File: config.mk
export PLATFORM = sky130hd
export DESIGN_NAME = idelay_load_sequencer
export DESIGN_NICKNAME = d
export VERILOG_FILES = /design/src/rtl/idelay_load_sequencer.sv
export SDC_FILE = /design/constraint.sdc
export NUM_CORES = 1
export LEC_CHECK = 0
export ABC_CLOCK_PERIOD_IN_PS = 3500
export CAP_MARGIN = 20
export CORE_MARGIN = 2
export CORE_UTILIZATION = 55
export CTS_CLUSTER_DIAMETER = 80
export DETAILED_ROUTE_END_ITERATION = 12
export HOLD_SLACK_MARGIN = 0.02
export PLACE_DENSITY = 0.78
export SETUP_SLACK_MARGIN = 0.15
export SLEW_MARGIN = 10
export SYNTH_ARGS = -nofsm -noshare
export SYNTH_HDL_FRONTEND = slang
export SYNTH_SLANG_ARGS = --single-unit
File: constraint.sdc
create_clock -name clk -period 3.5 [get_ports clk]
set_input_delay 0.525 -clock clk [delete_from_list [all_inputs] [get_ports clk]]
set_output_delay 0.525 -clock clk [all_outputs]
set_load 0.1 [all_outputs]
File: src/rtl/idelay_load_sequencer.sv
// Shared delay-bus sequencer: queues per-lane delay writes, strobes each lane's load pipe, then a common apply.
// Optional IDELAY_FINE_CLAMP_EN clamps an out-of-range fine field to 4 on the bus.
module idelay_load_sequencer #(
  parameter int NUM_LANES = 9,
  parameter int LANE_BITS = 4,
  parameter int FIFO_LOG2 = 2,
  parameter int SET_GAP   = 2
) (
  input  logic                 clk,
  input  logic                 rst,
  input  logic                 cmd_valid,
  output logic                 cmd_ready,
  input  logic [LANE_BITS-1:0] cmd_lane,
  input  logic [7:0]           cmd_delay,
  input  logic                 cmd_apply,
  output logic [7:0]           dly_out,
  output logic [NUM_LANES-1:0] ld_out,
  output logic                 set_out,
  output logic                 busy,
  output logic                 done,
  output logic                 err_lane,
  output logic                 err_fine,
  input  logic                 err_clr
);

  localparam int DEPTH = 1 << FIFO_LOG2;
  localparam int EW    = 1 + LANE_BITS + 8;

  localparam logic [1:0] S_IDLE = 2'd0;
  localparam logic [1:0] S_LOAD = 2'd1;
  localparam logic [1:0] S_GAP  = 2'd2;
  localparam logic [1:0] S_SET  = 2'd3;

  localparam logic [3:0]         GAP_LAST   = (SET_GAP == 0) ? 4'd0 : 4'(SET_GAP - 1);
  localparam logic [LANE_BITS:0] LANE_LIMIT = (LANE_BITS + 1)'(NUM_LANES);

  logic [EW-1:0]          r_mem [DEPTH];
  logic [FIFO_LOG2-1:0]   r_wr_ptr, r_rd_ptr;
  logic [FIFO_LOG2:0]     r_count;
  logic                   r_ready;
  logic [1:0]             r_state;
  logic [3:0]             r_gap_cnt;
  logic                   r_apply;
  logic [7:0]             r_dly;
  logic [NUM_LANES-1:0]   r_ld;
  logic                   r_set, r_done, r_err_lane, r_err_fine;

  logic                   w_push, w_pop, w_empty;
  logic [EW-1:0]          w_head;
  logic [LANE_BITS-1:0]   w_head_lane;
  logic [7:0]             w_head_dly, w_load_dly;
  logic                   w_lane_bad, w_fine_bad;
  logic [NUM_LANES-1:0]   w_onehot;
  logic [FIFO_LOG2:0]     w_count_next;

  assign w_empty     = (r_count == '0);
  assign w_push      = cmd_valid & r_ready;
  // Popping is only allowed when the next cycle can be a LOAD; GAP/SET hold the queue.
  assign w_pop       = !w_empty && ((r_state == S_IDLE) || ((r_state == S_LOAD) && !r_apply));
  assign w_head      = r_mem[r_rd_ptr];
  assign w_head_lane = w_head[8 +: LANE_BITS];
  assign w_head_dly  = w_head[7:0];
  assign w_lane_bad  = ({1'b0, w_head_lane} >= LANE_LIMIT);
  assign w_fine_bad  = (w_head_dly[2:0] > 3'd4);

  genvar gi;
  generate
    for (gi = 0; gi < NUM_LANES; gi++) begin : g_onehot
      assign w_onehot[gi] = (w_head_lane == LANE_BITS'(gi));
    end
  endgenerate

`ifdef IDELAY_FINE_CLAMP_EN
  assign w_load_dly = {w_head_dly[7:3], (w_fine_bad ? 3'd4 : w_head_dly[2:0])};
`else
  assign w_load_dly = w_head_dly;
`endif

  assign w_count_next = r_count + (FIFO_LOG2 + 1)'(w_push) - (FIFO_LOG2 + 1)'(w_pop);

  always_ff @(posedge clk) begin
    if (w_push) r_mem[r_wr_ptr] <= {cmd_apply, cmd_lane, cmd_delay};
  end

  always_ff @(posedge clk or posedge rst) begin
    if (rst) begin
      r_wr_ptr   <= '0;
      r_rd_ptr   <= '0;
      r_count    <= '0;
      r_ready    <= 1'b1;
      r_state    <= S_IDLE;
      r_gap_cnt  <= '0;
      r_apply    <= 1'b0;
      r_dly      <= '0;
      r_ld       <= '0;
      r_set      <= 1'b0;
      r_done     <= 1'b0;
      r_err_lane <= 1'b0;
      r_err_fine <= 1'b0;
    end else begin
      if (w_push) r_wr_ptr <= r_wr_ptr + FIFO_LOG2'(1);
      if (w_pop)  r_rd_ptr <= r_rd_ptr + FIFO_LOG2'(1);
      r_count <= w_count_next;
      r_ready <= (w_count_next != (FIFO_LOG2 + 1)'(DEPTH));

      r_set  <= 1'b0;
      r_done <= r_set;
      case (r_state)
        S_IDLE: if (w_pop) r_state <= S_LOAD;
        S_LOAD: begin
          if (r_apply) begin
            r_ld      <= '0;
            r_gap_cnt <= '0;
            if (SET_GAP == 0) begin
              r_state <= S_SET;
              r_set   <= 1'b1;
            end else begin
              r_state <= S_GAP;
            end
          end else if (!w_pop) begin
            r_ld    <= '0;
            r_state <= S_IDLE;
          end
        end
        S_GAP: begin
          if (r_gap_cnt == GAP_LAST) begin
            r_state <= S_SET;
            r_set   <= 1'b1;
          end else begin
            r_gap_cnt <= r_gap_cnt + 4'd1;
          end
        end
        default: r_state <= S_IDLE;
      endcase

      if (w_pop) begin
        r_ld    <= w_onehot;
        r_dly   <= w_load_dly;
        r_apply <= w_head[EW-1];
      end

      // A new error event takes priority over a simultaneous clear.
      if (w_pop && w_lane_bad) r_err_lane <= 1'b1;
      else if (err_clr)        r_err_lane <= 1'b0;
      if (w_pop && w_fine_bad) r_err_fine <= 1'b1;
      else if (err_clr)        r_err_fine <= 1'b0;
    end
  end

  assign cmd_ready = r_ready;
  assign dly_out   = r_dly;
  assign ld_out    = r_ld;
  assign set_out   = r_set;
  assign done      = r_done;
  assign err_lane  = r_err_lane;
  assign err_fine  = r_err_fine;
  assign busy      = (r_state != S_IDLE) || !w_empty;

endmodule

==> results of run 1 <==
[layout make-up]
| class | count | area (µm²) | area share (%) |
|---|---|---|---|
| sequential | 88 | 2464 | 58.85 |
| clock inverter | 7 | 77.57 | 1.853 |
| multi-input combinational | 110 | 938.4 | 22.41 |
| inverter | 11 | 41.29 | 0.9863 |
| tap | 77 | 96.34 | 2.301 |
| clock buffer | 9 | 123.9 | 2.959 |
| timing repair buffer | 44 | 445.4 | 10.64 |
[per-layer routing]
layer	wire length, µm	up-vias	global-route usage [%]
met5	0	-	0
met4	69	0	7.331
met3	228	6	3.561
met2	3133	51	30.25
met1	2515	929	23.54
li1	-	898	-
[logic make-up after synthesis]
group | after synthesis | synth area share [%]
muxes | 15 | 9.117
AOI/OAI and AO/OA | 22 | 5.097
DFF | 88 | 70.68
and+or+nand+nor | 58 | 7.753
xor gates and xnor gates | 6 | 1.508
adders and majority gates | 9 | 3.446
buffers and inverters | 19 | 2.405
[through the flow]
step	util (%)	worst slack [ns]	hold slack (ns)
after global placement	63.41	0.9877	0.3611
final	67.08	0.8786	0.3898
after global routing	67.08	0.6673	0.4141
after floorplan	-	0.9921	0.4705
after detailed placement	63.41	0.9015	0.3769
after CTS	66.64	0.8611	0.3968
[flip-flops by register name, summed over array words and instances, names as in the netlist]
signal / cells
r_mem: 52
r_count: 3
r_wr_ptr: 2
err_lane: 1
ld_out: 9
r_apply: 1
done: 1
r_rd_ptr: 2
r_state: 2
err_fine: 1
r_gap_cnt: 4
cmd_ready: 1
dly_out: 8
set_out: 1
[worst paths after layout]
kind	to	slack, ns	cells past startpoint
setup / recovery	cmd_ready	0.88	10
hold / removal	done	0.39	0
setup reg to reg	cmd_ready	0.88	10
hold reg to reg	done	0.39	0
max in group asynchronous	dly_out[0]	2.52	4
min in group asynchronous	r_gap_cnt[1]	0.42	2
[synthesized netlist by cell type, types with 2 or more instances]
cell      count  area [µm²]
ha_1          8       100.1
inv_1        11       41.29
xnor2_1       5       43.79
clkbuf_1      4       15.01
o21ai_0       2       10.01
nand2_1      32       120.1
or3_1         3       18.77
nor2b_1       4       25.02
a22o_1        3       26.28
nor2_1        5       18.77
and3_1        7       43.79
a21oi_1       3       15.01
dfrtp_1      35       875.8
nand3_1       2       10.01
mux4_2       12       270.3
a32o_1        8       80.08
edfxtp_1     52        1562
==> impl_metrics.prom, run 1 <==
# TYPE chip_impl_metric gauge
chip_impl_metric{name="syn_nets",unit=""} 243
chip_impl_info{name="commonest_cells_after_routing_fill_and_taps_aside",value="edfxtp_1 (52), clkdlybuf4s50_1 (38), dfrtp_1 (35)"} 1
chip_impl_info{name="leading_cell_type_in_the_layout_fill_and_taps_excluded",value="edfxtp_1"} 1
chip_impl_info{name="type_of_the_tightest_min_delay_check",value="register to register"} 1
chip_impl_metric{name="finalSetupTns",unit="ns"} 0
chip_impl_info{name="cts_tree",value="done"} 1
chip_impl_metric{name="synth_sequential_area_ratio",unit="%"} 70.67
chip_impl_metric{name="clock_sinks",unit=""} 88
chip_impl_metric{name="timing.max_cap.violations",unit=""} 0
chip_impl_metric{name="peak_per_stage_delay_on_the_critical_path",unit="ns"} 0.47
chip_impl_info{name="worst_path_dominant_cell_family",value="adder cells"} 1
chip_impl_metric{name="skew_pair_late_insertion_delay",unit="ns"} 0.35
chip_impl_info{name="crit_start",value="r_count[1]"} 1
chip_impl_metric{name="postLayoutCellArea",unit="mm²"} 0.004187
chip_impl_metric{name="tightestPinTransition",unit="ns"} 0.9770
chip_impl_metric{name="layout-area-overhead-vs-synth",unit="%"} 20.10
chip_impl_metric{name="hpwlAfterDp",unit="mm"} 3.999
chip_impl_metric{name="placementRows",unit=""} 29
chip_impl_info{name="critical-path-slowest-cell",value="or3_1"} 1
chip_impl_info{name="critical_path_end_type",value="register"} 1
chip_impl_metric{name="gpl.final_weighted_congestion",unit=""} 0.7574
chip_impl_metric{name="start_util",unit="%"} 55.85
chip_impl_metric{name="totalWireLength",unit="mm"} 5.947
chip_impl_metric{name="synthArstFlopShare",unit="%"} 40.91
chip_impl_metric{name="coreArea",unit="mm²"} 0.006241
chip_impl_metric{name="numPortBuffers",unit=""} 39
chip_impl_metric{name="wire_per_inst",unit="µm"} 17.19
chip_impl_info{name="outcome",value="finished clean"} 1
chip_impl_metric{name="clock_buffers_created_by_tritoncts",unit=""} 9
chip_impl_metric{name="worst-path-max-fanout",unit=""} 11
chip_impl_metric{name="antenna-diode-count",unit=""} 0
chip_impl_metric{name="drtAntennaViolNets",unit=""} 0
chip_impl_metric{name="place_inst",unit=""} 329
chip_impl_metric{name="netlist_area",unit="mm²"} 0.003486
chip_impl_metric{name="slew_violations",unit=""} 0
chip_impl_info{name="rsz0062_at_grt",value="false"} 1
chip_impl_metric{name="clock_transition_at_path_regs",unit="ns"} 0.09
chip_impl_metric{name="die_w",unit="µm"} 83.61
chip_impl_metric{name="finalHoldViolations",unit=""} 0
chip_impl_metric{name="post_dp_cell_area",unit="mm²"} 0.003958
chip_impl_metric{name="required",unit="ns"} 3.77
chip_impl_metric{name="yosys_warnings",unit=""} 0
chip_impl_metric{name="number_of_distinct_library_cells_after_synthesis",unit=""} 38
chip_impl_metric{name="cts_setup_buffers",unit=""} 0
chip_impl_metric{name="synthesis.instances",unit=""} 217
chip_impl_metric{name="ctsHoldBuffers",unit=""} 0
chip_impl_metric{name="timing.clock.skew",unit="ns"} 0.007807
chip_impl_metric{name="grt_remaining_overflow",unit=""} 0
chip_impl_info{name="worst-setup-path-type",value="register to register"} 1
chip_impl_metric{name="die-height",unit="µm"} 83.61
chip_impl_metric{name="postSynthAreaPerCell",unit="µm²"} 16.06
chip_impl_metric{name="h_tree_level_count",unit=""} 3
chip_impl_metric{name="slew_headroom",unit="%"} 34.66
chip_impl_metric{name="drc",unit=""} 0
chip_impl_info{name="timing.critical_path.from_type",value="register"} 1
chip_impl_metric{name="layout-drive-gt1-share",unit="%"} 13.75
chip_impl_metric{name="drt_first_pass_iters",unit=""} 6
chip_impl_metric{name="cts-root-to-sink-buffers",unit=""} 2
chip_impl_metric{name="timing.final.crit_share",unit="%"} 74.90
chip_impl_metric{name="grt_max_degree",unit=""} 27
chip_impl_metric{name="crit_buf_inv",unit=""} 2
chip_impl_info{name="crit_chain",value="or3_1 -> nand2_1 -> inv_1 -> ha_1 -> inv_1 -> ha_1 -> fa_1 -> xnor2_1 -> xnor2_1 -> nand2_1"} 1
chip_impl_metric{name="gates_resized_cts_repair",unit=""} 0
chip_impl_info{name="rr_startpoint",value="r_count[1]"} 1
chip_impl_metric{name="post_synthesis_sequential_element_count",unit=""} 88
chip_impl_metric{name="number_of_antenna_violations_at_the_first_check_in_global_routing",unit=""} 0
chip_impl_metric{name="wire_length_of_the_first_global_routing_pass",unit="mm"} 9.611
chip_impl_metric{name="synth-edff-count",unit=""} 52
chip_impl_metric{name="worst_ep_arrival_time",unit="ns"} 2.90
chip_impl_metric{name="layout.filler_cells",unit=""} 437
chip_impl_info{name="synthFlopType",value="edfxtp_1"} 1
chip_impl_metric{name="period_minus_slack",unit="ns"} 2.621
chip_impl_metric{name="design.die.area",unit="mm²"} 0.006991
chip_impl_metric{name="avgViaCountPerCell",unit=""} 5.445
chip_impl_metric{name="drtIter0Drc",unit=""} 78
chip_impl_metric{name="max_freq",unit="MHz"} 381.5
chip_impl_metric{name="final_net_count",unit=""} 290
chip_impl_info{name="min_from",value="set_out"} 1
chip_impl_metric{name="setup_violations",unit=""} 0
chip_impl_metric{name="grt_overall_usage",unit="%"} 18.11
chip_impl_info{name="clock_tree.root_cell",value="clkbuf_8"} 1
chip_impl_metric{name="finish.cell_count_without_fillers",unit=""} 346
chip_impl_metric{name="boundaryPins",unit=""} 40
chip_impl_metric{name="grt_pass1_vias",unit=""} 1937
chip_impl_metric{name="num_vias",unit=""} 1884
Power of run 1 is not shown: default switching activity piles up to over one toggle a cycle in this logic, so the estimate is an artifact.
==> run 2, diff against run 1 <==
--- a/config.mk
+++ b/config.mk
@@ -5,14 +5,14 @@
 export SDC_FILE = /design/constraint.sdc
 export NUM_CORES = 1
 export LEC_CHECK = 0
-export ABC_CLOCK_PERIOD_IN_PS = 3500
+export ABC_CLOCK_PERIOD_IN_PS = 2300
 export CAP_MARGIN = 20
 export CORE_MARGIN = 2
-export CORE_UTILIZATION = 55
+export CORE_UTILIZATION = 50
 export CTS_CLUSTER_DIAMETER = 80
 export DETAILED_ROUTE_END_ITERATION = 12
 export HOLD_SLACK_MARGIN = 0.02
-export PLACE_DENSITY = 0.78
+export PLACE_DENSITY = 0.75
 export SETUP_SLACK_MARGIN = 0.15
 export SLEW_MARGIN = 10
 export SYNTH_ARGS = -nofsm -noshare
==> constraint.sdc (replaced) <==
create_clock -name clk -period 2.3 [get_ports clk]
set_input_delay 0.345 -clock clk [delete_from_list [all_inputs] [get_ports clk]]
set_output_delay 0.345 -clock clk [all_outputs]
set_load 0.1 [all_outputs]
==> impl_metrics.prom, run 2 (same netlist as run 1, synthesis figures left out) <==
# TYPE chip_impl_metric gauge
chip_impl_metric{name="worst-path-max-fanout",unit=""} 2
chip_impl_metric{name="clock_sinks",unit=""} 88
chip_impl_metric{name="met3RoutedLength",unit="µm"} 255
chip_impl_info{name="worst-setup-path-type",value="register to register"} 1
chip_impl_info{name="routed.top_layer",value="met4"} 1
chip_impl_metric{name="largest_reg_flops",unit=""} 52
chip_impl_metric{name="wl_met2",unit="mm"} 3.056
chip_impl_metric{name="grt_overall_usage",unit="%"} 18.27
chip_impl_metric{name="hpwlAfterDp",unit="mm"} 4.115
chip_impl_metric{name="slew_headroom",unit="%"} 58.25
chip_impl_metric{name="layout-area-overhead-vs-synth",unit="%"} 22.90
chip_impl_metric{name="grt_remaining_overflow",unit=""} 0
chip_impl_metric{name="timing.clock.skew",unit="ns"} 0.008007
chip_impl_metric{name="finalHoldViolations",unit=""} 0
chip_impl_metric{name="setup_violations",unit=""} 0
chip_impl_metric{name="avgViaCountPerCell",unit=""} 5.420
chip_impl_metric{name="required",unit="ns"} 2.57
chip_impl_metric{name="gpl.final_weighted_congestion",unit=""} 0.7656
chip_impl_metric{name="totalWireLength",unit="mm"} 6.401
chip_impl_metric{name="wire_length_of_the_first_global_routing_pass",unit="mm"} 10.15
chip_impl_metric{name="post_dp_cell_area",unit="mm²"} 0.004033
chip_impl_metric{name="drtAntennaViolNets",unit=""} 0
chip_impl_metric{name="skew_pair_late_insertion_delay",unit="ns"} 0.34
chip_impl_info{name="critical_path_end_type",value="register"} 1
chip_impl_metric{name="max_freq",unit="MHz"} 450.7
chip_impl_metric{name="period_minus_slack",unit="ns"} 2.219
chip_impl_metric{name="tightestPinTransition",unit="ns"} 0.6250
chip_impl_metric{name="clock_buffers_created_by_tritoncts",unit=""} 9
chip_impl_info{name="leading_cell_type_in_the_layout_fill_and_taps_excluded",value="edfxtp_1"} 1
chip_impl_metric{name="worst_ep_arrival_time",unit="ns"} 2.49
chip_impl_info{name="type_of_the_tightest_min_delay_check",value="register to register"} 1
chip_impl_metric{name="clock_transition_at_path_regs",unit="ns"} 0.08
chip_impl_metric{name="postLayoutCellArea",unit="mm²"} 0.004284
chip_impl_metric{name="cts-root-to-sink-buffers",unit=""} 2
chip_impl_metric{name="design.die.area",unit="mm²"} 0.007655
chip_impl_metric{name="route.layer.met1.wl",unit="mm"} 2.976
chip_impl_metric{name="drt_first_pass_iters",unit=""} 5
chip_impl_info{name="timing.critical_path.from_type",value="register"} 1
chip_impl_metric{name="regToRegSetupSlack",unit="ns"} 0.08
chip_impl_metric{name="coreArea",unit="mm²"} 0.006756
chip_impl_metric{name="layout.filler_cells",unit=""} 500
chip_impl_metric{name="number_of_antenna_violations_at_the_first_check_in_global_routing",unit=""} 0
chip_impl_metric{name="drtIter0Drc",unit=""} 107
chip_impl_metric{name="antenna-diode-count",unit=""} 0
chip_impl_metric{name="holdWs",unit="ns"} 0.3809
chip_impl_info{name="outcome",value="finished clean"} 1
chip_impl_info{name="commonest_cells_after_routing_fill_and_taps_aside",value="edfxtp_1 (52), buf_4 (40), dfrtp_1 (35)"} 1
chip_impl_metric{name="drc",unit=""} 0
chip_impl_metric{name="timing.max_cap.violations",unit=""} 0
chip_impl_info{name="rsz0062_at_grt",value="true"} 1
chip_impl_info{name="clock_tree.root_cell",value="clkbuf_8"} 1
chip_impl_metric{name="timing.final.crit_share",unit="%"} 96.46
chip_impl_metric{name="placementRows",unit=""} 30
chip_impl_info{name="cts_tree",value="done"} 1
chip_impl_metric{name="grt_pass1_vias",unit=""} 1999
chip_impl_metric{name="wire_per_inst",unit="µm"} 17.68
chip_impl_metric{name="layout-drive-gt1-share",unit="%"} 28.37
chip_impl_metric{name="final_net_count",unit=""} 303
chip_impl_metric{name="die_w",unit="µm"} 87.50
chip_impl_metric{name="start_util",unit="%"} 51.59
chip_impl_info{name="max_flop_register",value="r_mem"} 1
chip_impl_metric{name="grt_max_degree",unit=""} 37
chip_impl_metric{name="slew_violations",unit=""} 0
chip_impl_metric{name="die-height",unit="µm"} 87.50
chip_impl_metric{name="finalSetupTns",unit="ns"} 0
chip_impl_metric{name="numPortBuffers",unit=""} 39
chip_impl_metric{name="ctsHoldBuffers",unit=""} 0
chip_impl_metric{name="boundaryPins",unit=""} 40
chip_impl_metric{name="num_vias",unit=""} 1962
chip_impl_metric{name="h_tree_level_count",unit=""} 3
==> run 2: timing repair <==
action,4_1_cts,5_1_grt
pin swaps,4,1
setup buffers,1,2
resized for setup,2,3
setup endpoints to repair,3,3
==> run 2: worst paths after layout <==
check,from,to,cells after the start
min in group asynchronous,rst,r_wr_ptr[1],3
max in group asynchronous,rst,cmd_ready,3
worst max register to register,r_count[1],cmd_ready,10
worst min register to register,set_out,done,0
worst min-delay path,set_out,done,0
worst max-delay path,r_count[1],cmd_ready,10
==> run 2: metrics by stage <==
step	utilization [%]	setup slack (ns)	std cells
after global placement	59.69	0.04643	343
final	63.41	0.08142	362
after detailed placement	59.69	-0.01953	343
after CTS	62.93	0.1185	360
after floorplan	-	-0.08684	217
after global routing	63.41	0.009522	362
==> run 2: critical path: stages, from the launching register on <==
cell and delay [ns]:
dfrtp_1 0.40, or3_4 0.41, nand2_4 0.09, inv_4 0.04, ha_4 0.25, inv_2 0.04, ha_4 0.15, fa_2 0.35
xnor2_2 0.14, xnor2_1 0.20, nand2_1 0.08
==> run 2: layer usage <==
metal,vias up,GRT usage (%)
met5,-,0
met3,11,3.412
met1,983,24.92
met4,0,9.650
met2,44,28.10
li1,924,-
==> run 2: final cells by class <==
cell class	instances	area, µm²	area share (%)
Timing Repair Buffer	57	480.5	11.21
Inverter	11	43.79	1.022
Multi-Input combinational cell	110	991.0	23.13
Tap cell	80	100.1	2.336
Clock buffer	13	180.2	4.206
Clock inverter	3	21.27	0.4965
Sequential cell	88	2467	57.59
Power of run 2 is left out for the same reason.
